<file path="src/rtl/hs_elastic_buffer.sv">
// hs_elastic_buffer: DEPTH-entry registered valid/ready elastic buffer.
// Every output comes from flops; no combinational ready or valid pass-through.
// Optional synchronous flush port enabled by defining HS_ELASTIC_FLUSH_EN.
module hs_elastic_buffer #(
  parameter int unsigned DATA_W   = 8,
  parameter int unsigned DEPTH    = 4,
  parameter int unsigned AFULL_TH = 3
) (
  input  logic                         clk,
  input  logic                         reset_n,
  input  logic                         valid_pre_i,
  input  logic [DATA_W-1:0]            data_i,
  output logic                         ready_pre_o,
  output logic                         valid_post_o,
  output logic [DATA_W-1:0]            data_o,
  input  logic                         ready_post_i,
`ifdef HS_ELASTIC_FLUSH_EN
  input  logic                         flush_i,
`endif
  output logic [$clog2(DEPTH+1)-1:0]   count_o,
  output logic                         afull_o
);

  localparam int unsigned PTR_W = $clog2(DEPTH);
  localparam int unsigned CNT_W = $clog2(DEPTH+1);

  logic [PTR_W-1:0]  wr_ptr_q, wr_ptr_d;
  logic [PTR_W-1:0]  rd_ptr_q, rd_ptr_d;
  logic [CNT_W-1:0]  count_q,  count_d;
  logic              ready_q,  ready_d;
  logic              valid_q,  valid_d;
  logic              afull_q,  afull_d;
  logic [DATA_W-1:0] mem_q [DEPTH];
  logic [DATA_W-1:0] mem_d [DEPTH];

  logic push;
  logic pop;
  logic flush;

`ifdef HS_ELASTIC_FLUSH_EN
  assign flush = flush_i;
`else
  assign flush = 1'b0;
`endif

  // Handshakes only use registered ready/valid, so data_i and ready_post_i are
  // don't-care whenever they cannot complete a transfer.
  assign push = valid_pre_i & ready_q;
  assign pop  = valid_q & ready_post_i;

  // Next-state computation for pointers, occupancy, status flags and storage.
  always_comb begin
    // NOTE: every _d gets a default first so no path through this block can infer a latch.
    wr_ptr_d = wr_ptr_q;
    rd_ptr_d = rd_ptr_q;
    count_d  = count_q;
    mem_d    = mem_q;
    if (flush) begin
      // Flush discards both handshakes of this cycle and empties the buffer.
      wr_ptr_d = '0;
      rd_ptr_d = '0;
      count_d  = '0;
    end else begin
      if (push) begin
        mem_d[wr_ptr_q] = data_i;
        wr_ptr_d        = wr_ptr_q + PTR_W'(1);
      end
      if (pop) begin
        rd_ptr_d = rd_ptr_q + PTR_W'(1);
      end
      count_d = count_q + CNT_W'(push) - CNT_W'(pop);
    end
    // Status flags are registered from the next count so the outputs are flops.
    // A full buffer stays not-ready for one cycle even if it pops meanwhile.
    ready_d = (count_d != CNT_W'(DEPTH));
    valid_d = (count_d != '0);
    afull_d = (count_d >= CNT_W'(AFULL_TH));
  end

  // State registers; reset is asynchronous and asserted high.
  always_ff @(posedge clk or posedge reset_n) begin
    // NOTE: sequential state uses non-blocking assignments only, so all flops sample together.
    if (reset_n) begin
      wr_ptr_q <= '0;
      rd_ptr_q <= '0;
      count_q  <= '0;
      ready_q  <= 1'b0;
      valid_q  <= 1'b0;
      afull_q  <= 1'b0;
    end else begin
      wr_ptr_q <= wr_ptr_d;
      rd_ptr_q <= rd_ptr_d;
      count_q  <= count_d;
      ready_q  <= ready_d;
      valid_q  <= valid_d;
      afull_q  <= afull_d;
    end
  end

  // Payload storage; cleared on reset so data_o reads 0 out of reset.
  always_ff @(posedge clk or posedge reset_n) begin
    // NOTE: storage is reset deliberately so the head payload is defined (0) right after reset.
    if (reset_n) begin
      for (int i = 0; i < int'(DEPTH); i++) mem_q[i] <= '0;
    end else begin
      mem_q <= mem_d;
    end
  end

  assign ready_pre_o  = ready_q;
  assign valid_post_o = valid_q;
  assign data_o       = mem_q[rd_ptr_q];
  assign count_o      = count_q;
  assign afull_o      = afull_q;

endmodule

</file>
<file path="config.mk">
export PLATFORM = sky130hd
export DESIGN_NAME = hs_elastic_buffer
export DESIGN_NICKNAME = d
export VERILOG_FILES = /design/src/rtl/hs_elastic_buffer.sv
export SDC_FILE = /design/constraint.sdc
export NUM_CORES = 1
export LEC_CHECK = 0
export CAP_MARGIN = 0
export CORE_MARGIN = 2
export CORE_UTILIZATION = 30
export CTS_CLUSTER_DIAMETER = 40
export DETAILED_ROUTE_END_ITERATION = 16
export GPL_ROUTABILITY_DRIVEN = 0
export PLACE_DENSITY = 0.58
export SYNTH_ARGS = -nofsm -noshare
export SYNTH_HDL_FRONTEND = slang
export SYNTH_SLANG_ARGS = --single-unit
</file>
<file path="constraint.sdc">
create_clock -name clk -period 2 [get_ports clk]
set_input_delay 0.4 -clock clk [delete_from_list [all_inputs] [get_ports clk]]
set_output_delay 0.4 -clock clk [all_outputs]
set_load 0.005 [all_outputs]
</file>
==> results of run 1 <==
[final timing paths]
path | to | depth (start not counted)
max in group asynchronous | rd_ptr_q[1] | 3
hold / removal | mem_q[14] | 1
setup reg to reg | afull_o | 7
hold reg to reg | mem_q[14] | 1
min in group asynchronous | count_o[2] | 3
setup / recovery | data_o[0] | 4
[report_power, final]
| part | internal [mW] | total (mW) | leakage, nW | switching [mW] |
|---|---|---|---|---|
| combinational | 1.11 | 1.75 | 0.534 | 0.642 |
| sequential | 1.29 | 1.56 | 0.490 | 0.269 |
| clock | 0.241 | 0.506 | 0.0383 | 0.265 |
| total | 2.64 | 3.81 | 1.06 | 1.18 |
[cell type report]
class                           instances  area share (%)
Sequential cell                        42            43.1
Timing Repair Buffer                   45            15.7
Inverter                                6           0.923
Tap cell                               77            3.95
Multi-Input combinational cell         63            33.2
Clock buffer                            7            3.13
[synthesized netlist by cell type]
library cell / instances
xnor2_1: 2
xor2_1: 1
mux4_2: 8
nand2b_1: 1
inv_1: 6
nor2_1: 1
and2_1: 1
nand3_1: 1
dfrtp_1: 42
nand2_1: 2
fa_1: 1
buf_2: 1
xnor3_2: 1
nand3_4: 4
a21o_1: 1
buf_6: 3
mux2_1: 33
ha_1: 6
[kinds of logic after synthesis]
logic type | count (synthesis) | synth area share [%]
AO/OA/AOI/OAI | 1 | 0.392
XOR/XNOR | 4 | 2.61
adder cells (fa/ha/maj) | 7 | 4.96
buffers and inverters | 10 | 3.20
flip-flops | 42 | 54.9
multiplexers | 41 | 28.8
AND/OR/NAND/NOR | 10 | 5.16
[metal layers]
metal	GRT usage [%]	vias up	wire length, um
met5	0	-	0
met4	3.52	0	31
met3	3.07	4	119
met2	19.3	20	1900
met1	15.1	560	1640
li1	-	503	-
[per-stage QoR]
| step | power (mW) | std cells | setup slack [ns] |
|---|---|---|---|
| after global placement | 3.23 | 221 | -0.338 |
| after global routing | 4.12 | 240 | -0.00151 |
| after floorplan | 2.58 | 115 | 0.0144 |
| after CTS | 3.87 | 238 | -0.0601 |
| after detailed placement | 3.33 | 221 | -0.429 |
| final | 3.81 | 240 | 0.0608 |
[registers in the layout (all words and copies together), names as in the netlist]
signal and count:
ready_pre_o 1, mem_q 32, count_o 3, rd_ptr_q 2
wr_ptr_q 2, afull_o 1, valid_post_o 1
[what timing repair did]
action                                  CTS  global route
pin swaps                                 2             1
setup buffers                            10             2
resized for setup                        24             6
endpoints found under the setup margin   11             8
==> flow_summary_export.csv, run 1 <==
group,metric,value,unit
logic_synthesis,synth_top_area_cell,"dfrtp_1",
final_layout,area_delta_synth_final,27.4,%
grt,grt_pass1_vias,1242,
grt,antenna_found_initial,0,
worst_setup_path,cp.arrival,1.54,ns
logic_synthesis,yosys_warnings,0,
place,dpl.hpwl,2.57,mm
worst_setup_path,crit_type,"reg2out",
pwr,powerDensity,1560,mW/mm2
worst_setup_path,crit_family,"multiplexers",
worst_setup_path,end_kind,"primary output",
grt,grt_overflow,0,
drt,viasPerCell,4.53,
sta,fin_setup_tns,0,ns
final_layout,final_util,38.9,%
drt,drt_iter0_markers,35,
worst_setup_path,cpMaxStageDelayCell,"mux4_2",
worst_setup_path,cp_num_buf_inv,3,
worst_setup_path,crit_chain,"buf_6 -> buf_6 -> mux4_2 -> clkbuf_2",
sta,worst_pin_slew,0.533,ns
worst_setup_path,start_kind,"flip-flop",
final_layout,final_nets,182,
clocking,htree_levels,2,
sta,relSlewSlack,64.5,%
sta,finalHoldViolations,0,
worst_setup_path,cp_common_cell,"buf_6",
sta,period_share,97.0,%
sta,rsz0062_at_grt,"true",
logic_synthesis,ys_seq_area_share,54.9,%
final_layout,n_antenna_cell,0,
status,outcome,"finished clean",
worst_setup_path,ff2ff_setup_slack,0.07,ns
grt,grt_first_pass_wirelength,6.38,mm
worst_setup_path,max_stage_delay,0.51,ns
final_layout,final_cell_mix,"dfrtp_1 (41), mux2_1 (33), buf_4 (17)",
drt,postRouteAntennaNets,0,
sta,min_period,1.94,ns
logic_synthesis,yosys.area.top_type_share,54.9,%
worst_setup_path,crit_path_start,"rd_ptr_q[0]",
die,core-area,0.00628,mm2
drt,wl,3.69,mm
die,placementRows,29,
logic_synthesis,synth-seq-cells,42,
clocking,clkSinkCount,42,
final_layout,n_fill_cell,618,
die,die_area,0.00704,mm2
drt,wire_per_inst,15.4,um
pwr,peakVddDrop,0.903,mV
sta,hold-worst-slack,0.490,ns
flow_run,cap_violations,0,
hold_path,worst_hold_startpoint,"mem_q[14]",
worst_setup_path,cp_max_fo,3,
die,start_util,30.5,%
final_layout,seqCellArea,0.00105,mm2
final_layout,multi_input_area,811,um2
clocking,cts_tree,"done",
die,fp.dieH,83.9,um
grt,grt_max_degree,43,
clocking,root_buffer,"clkbuf_8",
clocking,cts-buffers-inserted,5,
clocking,clk_pin_slew,0.08,ns
place,dpl_cell_area,0.00228,mm2
logic_synthesis,syn_nets,134,
drt,drc_errors,0,
worst_setup_path,worst_r2r_startpoint,"valid_post_o",
sta,setup_viol_count_final,0,
clocking,clockBufferDepth,2,
grt,grt_use_total,11.7,%
worst_setup_path,critPathRequiredTime,1.60,ns
drt,drt_pass1_iterations,4,
place,portBuffers,25,
clocking,clock_latency,0.28,ns
drt,num_vias,1087,
pwr,p_leak,1.06,nW
sta,fin_skew,0.00628,ns
hold_path,hp-class,"reg2reg",
final_layout,final_common_cell,"dfrtp_1",
sta,fmax,0.516,GHz
logic_synthesis,avgSynthCellArea,16.7,um2
die,io_pins,26,
die,die_w,83.9,um
final_layout,drive_above_1_share,28.8,%
logic_synthesis,netlist_top_cells_area,"dfrtp_1 (55%), mux2_1 (19%), mux4_2 (9.4%), ha_1 (3.9%), nand3_4 (3.7%)",
clocking,hold_buffers,0,
logic_synthesis,syn-instance-count,115,
logic_synthesis,syn_area,0.00192,mm2
logic_synthesis,ys_types,18,
final_layout,fin_area,0.00244,mm2
sta,drv_slew,0,
Note: power is estimated with default switching activity, not from simulation.
==> run 2: changes to the inputs <==
- CTS_CLUSTER_SIZE: default -> 16
- GPL_ROUTABILITY_DRIVEN: 0 -> default
==> results of run 2 <==
No change in the layout: final DEF, timing and power equal those of run 1.
